<file path="config.mk">
export PLATFORM = sky130hd
export DESIGN_NAME = alu_arbiter
export DESIGN_NICKNAME = d
export VERILOG_FILES = /design/src/rtl/alu_arbiter.sv
export SDC_FILE = /design/constraint.sdc
export NUM_CORES = 1
export LEC_CHECK = 0
export CAP_MARGIN = 30
export CORE_ASPECT_RATIO = 0.5
export CORE_UTILIZATION = 35
export DETAILED_ROUTE_END_ITERATION = 8
export PLACE_DENSITY = 0.84
export SLEW_MARGIN = 20
export SYNTH_ARGS = -nofsm -noshare
export SYNTH_HDL_FRONTEND = slang
export SYNTH_SLANG_ARGS = --single-unit
</file>
<file path="constraint.sdc">
create_clock -name clk -period 1.6 [get_ports clk]
set_clock_uncertainty 0.15 [all_clocks]
set_input_delay 0.24 -clock clk [delete_from_list [all_inputs] [get_ports clk]]
set_output_delay 0.24 -clock clk [all_outputs]
set_load 0.005 [all_outputs]
</file>
<file path="src/rtl/alu_arbiter.sv">
// Round-robin arbiter that shares one combinational ALU between two requesters.
// Each operation is issued for one execute cycle, then held as a tagged response until the consumer takes it.
module alu_arbiter #(
    parameter int W  = 32,
    parameter int CW = 16
) (
    input  logic          clk,
    input  logic          rst_n,

    input  logic          req0_valid,
    output logic          req0_ready,
    input  logic [3:0]    req0_f,
    input  logic [W-1:0]  req0_a,
    input  logic [W-1:0]  req0_b,

    input  logic          req1_valid,
    output logic          req1_ready,
    input  logic [3:0]    req1_f,
    input  logic [W-1:0]  req1_a,
    input  logic [W-1:0]  req1_b,

    output logic [3:0]    alu_f,
    output logic [W-1:0]  alu_a,
    output logic [W-1:0]  alu_b,
    input  logic [W-1:0]  alu_y,
    input  logic          alu_zf,
    input  logic          alu_of,

    output logic          rsp_valid,
    input  logic          rsp_ready,
    output logic          rsp_id,
    output logic [W-1:0]  rsp_y,
    output logic          rsp_zf,
    output logic          rsp_of,

    output logic          busy,
    output logic [CW-1:0] ops_done
);

    // state | meaning
    // IDLE  | arbitrate, accept one request into the ALU input registers
    // EXEC  | ALU inputs held stable; result captured at end of cycle
    // DONE  | response presented until the consumer accepts it
    typedef enum logic [1:0] {
        IDLE = 2'd0,
        EXEC = 2'd1,
        DONE = 2'd2
    } state_t;

    state_t          state_q, state_d;
    logic            last_grant_q, last_grant_d;
    logic [3:0]      alu_f_q, alu_f_d;
    logic [W-1:0]    alu_a_q, alu_a_d;
    logic [W-1:0]    alu_b_q, alu_b_d;
    logic            rsp_valid_q, rsp_valid_d;
    logic            rsp_id_q, rsp_id_d;
    logic [W-1:0]    rsp_y_q, rsp_y_d;
    logic            rsp_zf_q, rsp_zf_d;
    logic            rsp_of_q, rsp_of_d;
    logic            busy_q, busy_d;
    logic [CW-1:0]   ops_done_q, ops_done_d;

    logic            grant0, grant1;
    logic            accept0, accept1;
    logic            rsp_hs;

    // On a tie the requester that was not granted last wins; last_grant resets to 1 so req0 wins first.
    always_comb begin
        grant0 = req0_valid & (~req1_valid | last_grant_q);
        grant1 = req1_valid & (~req0_valid | ~last_grant_q);
    end

    assign req0_ready = (state_q == IDLE) & grant0;
    assign req1_ready = (state_q == IDLE) & grant1;
    assign accept0    = req0_valid & req0_ready;
    assign accept1    = req1_valid & req1_ready;
    assign rsp_hs     = rsp_valid_q & rsp_ready;

    always_comb begin
        state_d      = state_q;
        last_grant_d = last_grant_q;
        alu_f_d      = alu_f_q;
        alu_a_d      = alu_a_q;
        alu_b_d      = alu_b_q;
        rsp_id_d     = rsp_id_q;
        rsp_y_d      = rsp_y_q;
        rsp_zf_d     = rsp_zf_q;
        rsp_of_d     = rsp_of_q;
        ops_done_d   = ops_done_q;

        case (state_q)
            IDLE: begin
                if (accept0) begin
                    alu_f_d      = req0_f;
                    alu_a_d      = req0_a;
                    alu_b_d      = req0_b;
                    rsp_id_d     = 1'b0;
                    last_grant_d = 1'b0;
                    state_d      = EXEC;
                end else if (accept1) begin
                    alu_f_d      = req1_f;
                    alu_a_d      = req1_a;
                    alu_b_d      = req1_b;
                    rsp_id_d     = 1'b1;
                    last_grant_d = 1'b1;
                    state_d      = EXEC;
                end
            end
            EXEC: begin
                rsp_y_d  = alu_y;
                rsp_zf_d = alu_zf;
                rsp_of_d = alu_of;
                state_d  = DONE;
            end
            DONE: begin
                if (rsp_hs) begin
                    ops_done_d = ops_done_q + CW'(1);
                    state_d    = IDLE;
                end
            end
            default: state_d = IDLE;
        endcase

        // Outputs registered from the next state so they line up with the state itself.
        rsp_valid_d = (state_d == DONE);
        busy_d      = (state_d != IDLE);
    end

    always_ff @(posedge clk or negedge rst_n) begin
        if (!rst_n) begin
            state_q      <= IDLE;
            last_grant_q <= 1'b1;
            alu_f_q      <= '0;
            alu_a_q      <= '0;
            alu_b_q      <= '0;
            rsp_valid_q  <= 1'b0;
            rsp_id_q     <= 1'b0;
            rsp_y_q      <= '0;
            rsp_zf_q     <= 1'b0;
            rsp_of_q     <= 1'b0;
            busy_q       <= 1'b0;
            ops_done_q   <= '0;
        end else begin
            state_q      <= state_d;
            last_grant_q <= last_grant_d;
            alu_f_q      <= alu_f_d;
            alu_a_q      <= alu_a_d;
            alu_b_q      <= alu_b_d;
            rsp_valid_q  <= rsp_valid_d;
            rsp_id_q     <= rsp_id_d;
            rsp_y_q      <= rsp_y_d;
            rsp_zf_q     <= rsp_zf_d;
            rsp_of_q     <= rsp_of_d;
            busy_q       <= busy_d;
            ops_done_q   <= ops_done_d;
        end
    end

    assign alu_f     = alu_f_q;
    assign alu_a     = alu_a_q;
    assign alu_b     = alu_b_q;
    assign rsp_valid = rsp_valid_q;
    assign rsp_id    = rsp_id_q;
    assign rsp_y     = rsp_y_q;
    assign rsp_zf    = rsp_zf_q;
    assign rsp_of    = rsp_of_q;
    assign busy      = busy_q;
    assign ops_done  = ops_done_q;

endmodule

</file>
==> summary.md, run 1 <==
| Metric | Value |
|---|---|
| Crit path capture type | primary output |
| Clock sinks | 124 |
| Slew Limit Fails | 0 |
| Initial DRC Count | 252 |
| Crit-path max FO | 3 |
| Worst Path Arrival | 1380 ps |
| Synth-to-layout area growth | 93.0% |
| Pin count of the biggest net entering global routing | 50 |
| Syn Area/Cell | 9.93 µm² |
| Asr flop ratio synth | 100% |
| Maximum buffer depth of the clock tree | 2 |
| Initial Util | 36.1% |
| Yosys top cell area share | 58.6% |
| WL per Instance | 18.5 µm |
| Core area | 14500 µm² |
| Die Width | 175 µm |
| Total track usage | 24.8% |
| RePlAce Congestion | 0.853 |
| Clk Latency, worst-skew pair | 410 ps |
| Fraction of layout cells with a size suffix above 1 | 25.7% |
| Setup violators final | 75 |
| IO buf count | 297 |
| Drt first pass iters | 5 |
| Post-route ant nets | 0 |
| Final Util | 69.7% |
| Seq cells post-synth | 124 |
| Leakage | 0.00466 µW |
| Period utilisation layout | 110% |
| Least-Margin Pin Slew | 301 ps |
| PwrDens | 1730 nW/µm² |
| Max-Slew Margin vs Limit | 79.9% |
| Clock H-tree levels | 4 |
| Data required, critical path | 1210 ps |
| TritonCTS clock tree | done |
| Distinct cell type count after synthesis | 28 |
| Ranking of synthesized cells by area | dfrtp_1, a21oi_1, mux2_2 |
| Die Span Y | 88.6 µm |
| Cells on worst reg2reg path | 7 |
| Achievable Freq | 566 MHz |
| Peak supply drop | 0.778 mV |
| CTS Buf Count | 17 |
| Via density per instance | 5.03 |
| Clock transition at path regs | 60 ps |
| PnR worst setup slack | -166 ps |
| YS warnings | 0 |
| Mapped Area | 5250 µm² |
| Std-Cell Rows | 31 |
| Fin Setup TNS | -6570 ps |
| Vias in the first global route | 5595 |
| WS Path Type | reg2out |
| Failing checks | negative setup slack |
| Hpwl dp | 12700 µm |
| Biggest area consumer among synthesized cells | dfrtp_1 |
| Post-synth top flop | dfrtp_1 |
| Share of the yosys chip area belonging to registers | 59.1% |
| First-pass GRT wire length | 29400 µm |
| GRT overflow | 0 |
| Outcome | finished with violations |
| Post-synth EDFFs | 0 |
| DR DRC count | 0 |
| Min Tclk post-route | 1770 ps |
| Total die area | 15500 µm² |
| Total wire length | 20500 µm |
| Highest-count cells in the layout ignoring fill and taps | clkdlybuf4s50_1, dfrtp_1, dlygate4sd2_1, a21oi_1, nand2_1 |
| Cells after Synth | 529 |
| Clock tree root driver cell | clkbuf_16 |
| Type of origin of the critical path | flop |
| Placed insts | 1030 |
| HP Class | in2async |
| Non-Filler Instances | 1104 |
| DR vias | 5554 |
| Fin. Hold Viols | 0 |
| Commonest non-fill, non-tap cell in the layout | clkdlybuf4s50_1 |
| Number of max-cap violations | 0 |
| Boundary Pins | 298 |
| RSZ-0062 raised after global routing | yes |
| Synth Net Count | 705 |
| Initial antenna violation count | 1 |
| Post-layout nets | 1068 |
-- sequential cells by signal, indices dropped and copies added (netlist names), 2 cells and up --
name      flops
alu_a        32
alu_b        32
rsp_y        32
ops_done     16
alu_f         4
state_q       2
-- worst paths after layout --
check                           slack (ps)          from     endpoint
worst max-delay path                  -170  last_grant_q   req0_ready
worst min-delay path                    90         rst_n    alu_a[10]
worst max register to register        -150  last_grant_q     alu_a[1]
worst min register to register         320        rsp_id       rsp_id
max in group asynchronous              660         rst_n  ops_done[2]
min in group clk                       260    req0_a[18]    alu_a[18]
-- worst max-delay path, cell delays in order, from the launching register on --
cell	delay (ps)
dfstp_2	560
nand2b_4	150
nand3_4	90
inv_4	80
buf_6	90
-- power breakdown --
part	total (µW)	leakage (µW)	internal [µW]	switching (µW)
Clock	3870	0.000286	2380	1480
Combinational	8240	0.00291	4520	3720
Sequential	5410	0.00147	4640	767
Total	17500	0.00466	11500	5970
-- per-layer routing --
| layer | GRT usage, % | part of all wire [%] |
|---|---|---|
| met4 | 11.3 | 4.1 |
| met5 | 0 | 0 |
| met3 | 5.50 | 4.5 |
| met1 | 27.3 | 38 |
| met2 | 46.9 | 54 |
-- cells in the mapped netlist (2+ instances only) --
cell type	n
a21oi_1	136
buf_2	9
clkbuf_1	21
dfrtp_1	123
inv_2	2
mux2_2	34
nand2_1	88
nand2b_1	3
nand3_1	5
nand3_2	2
nand4_1	4
nor2_1	71
nor3_1	2
nor4_1	2
xnor2_1	9
xor2_1	6
-- logic make-up after synthesis --
| kind of cell | Yosys count | synth area share, % |
|---|---|---|
| buf+inv | 35 | 2.93 |
| compound gates | 136 | 13.0 |
| flops | 124 | 59.1 |
| xor+xnor | 15 | 2.50 |
| fa+ha+maj | 1 | 0.238 |
| mux | 34 | 7.29 |
| simple gates | 184 | 15.0 |
-- through the flow --
| stage | cell area [µm²] | worst slack, ps | total power (µW) | hold WS [ps] |
|---|---|---|---|---|
| after global routing | 10100 | -218 | 18500 | 86.2 |
| final | 10100 | -166 | 17500 | 94.2 |
| after detailed placement | 8710 | -359 | 13100 | -18.9 |
| after floorplan | 5260 | 0.0996 | 8410 | -206 |
| after CTS | 9720 | -158 | 16900 | 102 |
| after global placement | 8710 | -278 | 12800 | -27.9 |
-- timing repair --
action	CTS	global route
hold endpoints to repair	124	0
endpoints found under the setup margin	188	118
pin swaps	28	12
hold buffers	1	0
setup buffers	22	6
cloned	6	7
resized for setup	195	71
-- final cells by class --
class                           count  area [µm²]
Fill cell                        1071        4410
Timing Repair Buffer              377        3880
Sequential cell                   124        3110
Multi-Input combinational cell    370        2290
Clock buffer                       19         453
Tap cell                          198         248
Clock inverter                     13         141
Inverter                            2        10.0
Antenna cell                        1        2.50
(Power assumes the default switching activity.)
==> run 2: changes to the inputs <==
ABC_AREA = 1   (was not set)
==> summary.md, run 2 <==
| Metric | Value |
|---|---|
| IO buf count | 297 (unchanged) |
| Syn Area/Cell | 9.56 µm² (-3.7%) |
| Setup violators final | 70 (-6.7%) |
| Period utilisation layout | 111% (+1.0 points) |
| Seq cells post-synth | 124 (unchanged) |
| Placed insts | 1059 (+2.8%) |
| RePlAce Congestion | 0.803 (-5.8%) |
| Via density per instance | 4.93 (-2.0%) |
| Std-Cell Rows | 31 (unchanged) |
| DR vias | 5563 (+0.16%) |
| Seq pwr share | 30.9% (about the same) |
| Type of origin of the critical path | flop |
| PnR worst setup slack | -182 ps (-16.3 ps) |
| Post-layout nets | 1093 (+2.3%) |
| Clock transition at path regs | 60 ps (about the same) |
| Commonest non-fill, non-tap cell in the layout | clkdlybuf4s50_1 |
| Commonest cells in the netlist | dfrtp_1, nand2_1, nor2_1 |
| # fillers | 1162 (+8.5%) |
| Total die area | 16000 µm² (+3.0%) |
| Synth Net Count | 742 (+5.2%) |
| Critical Path Max Stage Delay | 540 ps (-20 ps) |
| Leakage | 0.00443 µW (-5.0%) |
| Distinct cell type count after synthesis | 27 (-3.6%) |
| Cells after Synth | 566 (+7.0%) |
| Max-Slew Margin vs Limit | 73.6% (-6.3 points) |
| CP top delay family | flip-flops |
| Pin count of the biggest net entering global routing | 49 (-2.0%) |
| Failing checks | negative setup slack |
| PwrDens | 1790 nW/µm² (+3.6%) |
| Crit path capture type | primary output |
| Post-route ant nets | 0 (unchanged) |
| Combinational Power Share | 49.5% (+2.5 points) |
| Total wire length | 19900 µm (-2.8%) |
| Non-Filler Instances | 1128 (+2.2%) |
| Fraction of layout cells with a size suffix above 1 | 20.1% (-5.6 points) |
| Achievable Freq | 561 MHz (-0.92%) |
| Share of the yosys chip area belonging to registers | 57.4% (-1.7 points) |
| Drt first pass iters | 4 (-1) |
| Min Tclk post-route | 1780 ps (+16.3 ps) |
| Hpwl dp | 12900 µm (+1.7%) |
| First-pass GRT wire length | 29600 µm (+0.75%) |
| Crit-path max FO | 4 (+1) |
| Clock tree root driver cell | clkbuf_16 |
| DR DRC count | 0 (unchanged) |
| Highest-count cells in the layout ignoring fill and taps | clkdlybuf4s50_1, dfrtp_1, dlygate4sd2_1, nand2_1, nor2_1 |
| Clock sinks | 124 (unchanged) |
| R2R Setup Slk | -120 ps (+30 ps) |
| NetSw | 6350 µW (+6.4%) |
| Worst Path Arrival | 1390 ps (about the same) |
| Synth-to-layout area growth | 83.5% |
| Clock H-tree levels | 4 (unchanged) |
| Critical path's slowest cell | dfstp_2 |
| Clk Latency, worst-skew pair | 400 ps (about the same) |
| Initial Util | 36.6% (+0.52 points) |
| Biggest area consumer among synthesized cells | dfrtp_1 |
| Ranking of synthesized cells by area | dfrtp_1, mux2_2, a21oi_1 |
| Post-synth top flop | dfrtp_1 |
| Crit path cell chain | nand2_2 > buf_6 > nand3_4 > inv_2 > buf_2 |
| RSZ-0062 raised after global routing | yes |
| Total inserted antenna cells | 0 (-1) |
| Slew Limit Fails | 0 (unchanged) |
| Core area | 14800 µm² (+1.6%) |
| Data required, critical path | 1210 ps (about the same) |
| Least-Margin Pin Slew | 396 ps (+95.1 ps) |
| Number of max-cap violations | 0 (unchanged) |
| Outcome | finished with violations |
| Initial antenna violation count | 0 (-1) |
| WS Path Type | reg2out |
| Maximum buffer depth of the clock tree | 2 (unchanged) |
| Tot Pwr | 17800 µW (+1.5%) |
| Asr flop ratio synth | 100% (unchanged) |
| Yosys top cell area share | 56.9% (-1.7 points) |
| CTS Buf Count | 17 (unchanged) |
| Initial DRC Count | 249 (-1.2%) |
| YS warnings | 0 (unchanged) |
| Cells on worst reg2reg path | 8 (+1) |
| WL per Instance | 17.6 µm (-4.8%) |
| Post-synth EDFFs | 0 (unchanged) |
| Peak supply drop | 1.00 mV (+29%) |
| Post-Layout Inst Area | 9930 µm² (-2.0%) |
| Critical R2R Capture | alu_a[26] |
| Boundary Pins | 298 (unchanged) |
| Placed inst area | 8770 µm² (+0.70%) |
| Clk network pwr share | 19.6% (-2.5 points) |
| FF-to-FF Start | last_grant_q |
| Vias in the first global route | 5680 (+1.5%) |
| TritonCTS clock tree | done |
| Mapped Area | 5410 µm² (+3.0%) |
| Most numerous cell in the Yosys netlist | dfrtp_1 |
| Fin. Hold Viols | 0 (unchanged) |
| Total track usage | 23.7% (-1.1 points) |
| Internal Power | 11400 µW (-1.0%) |
| Die Width | 178 µm (+1.5%) |
| Die Span Y | 89.9 µm (+1.5%) |
| GRT overflow | 0 (unchanged) |
| HP Class | in2async |
| Worst Path Buf+Inv | 3 (+1) |
| Switching Share | 35.7% (+1.7 points) |
run 2: cell types whose count changed after synthesis, sizes merged, moves of 3 or more:
cell / before / now
nand3: 7 / 25
buf: 12 / 22
nand2b: 3 / 0
nor2: 72 / 86
xnor2: 9 / 3
nor4: 3 / 0
xor2: 6 / 9
o21ai: 0 / 70
clkbuf: 21 / 10
a21oi: 136 / 68
inv: 2 / 18
run 2: worst max path at each step:
stage / from / endpoint / slack (ps) / cells past startpoint
after floorplan: last_grant_q / alu_a[1] / 80 / 7
after global routing: last_grant_q / req1_ready / -230 / 5
final: last_grant_q / req1_ready / -180 / 5
after CTS: last_grant_q / req1_ready / -170 / 5
after global placement: req0_valid / req0_ready / -420 / 6
after detailed placement: req0_valid / req0_ready / -430 / 6
run 2: layout make-up:
| cell class | count | area [µm²] | share of cell area [%] |
|---|---|---|---|
| Clock buffer | 20 | 447 | 4.50 |
| Clock inverter | 12 | 90.1 | 0.907 |
| Inverter | 19 | 76.3 | 0.768 |
| Multi-Input combinational cell | 391 | 2260 | 22.7 |
| Sequential cell | 124 | 3100 | 31.2 |
| Tap cell | 198 | 248 | 2.49 |
| Timing Repair Buffer | 364 | 3710 | 37.4 |
run 2: power groups by stage:
stage	Clock [µW]	Combinational [µW]	Sequential (µW)
after floorplan	0	3240	5620
after global placement	0	7760	5470
after detailed placement	0	8020	5560
after CTS	3540	7950	5440
after global routing	3710	9490	5650
final	3490	8800	5490
run 2: routing by layer:
layer	vias to the layer above	track usage (%)	routed length (µm)
met3	46	4.36	882
met5	-	0	0
met1	2721	27.7	7950
met2	200	42.8	10500
li1	2596	-	-
met4	0	9.54	614
run 2: stage by stage:
| stage | setup TNS, ps | hold slack [ps] | util (%) | setup slack (ps) |
|---|---|---|---|---|
| after floorplan | 0 | -206 | - | 75.2 |
| after global placement | -23300 | -32.9 | 59.3 | -424 |
| after detailed placement | -24630 | -31.3 | 59.3 | -428 |
| after CTS | -3400 | 85.0 | 64.5 | -167 |
| after global routing | -9040 | 108 | 67.2 | -227 |
| final | -5010 | 107 | 67.2 | -182 |
run 2: kinds of logic (layout without fill, tap and decap cells):
group	after synthesis	in the layout	synth area share [%]
adder cells (fa/ha/maj)	1	1	0.231
AO/OA/AOI/OAI	138	138	12.8
multiplexers	34	34	7.07
AND/OR/NAND/NOR	206	206	16.0
XOR/XNOR	12	12	1.94
buffers and inverters	51	415	4.58
flip-flops	124	124	57.4
run 2: worst register-to-register path: stages, from the launching register on:
cell       delay (ps)
dfstp_2           540
nand2_2            70
buf_6             130
nand3_4            90
buf_4             150
nand2_8           120
clkbuf_16         190
nor2_1            110
a21oi_1            60
run 2: repair_timing:
item,CTS,global route
gates resized for setup,151,63
buffers inserted,21,2
pin swaps,3,17
hold buffers,1,0
setup endpoints to repair,197,82
cloned,6,7
endpoints found under the hold margin,123,0
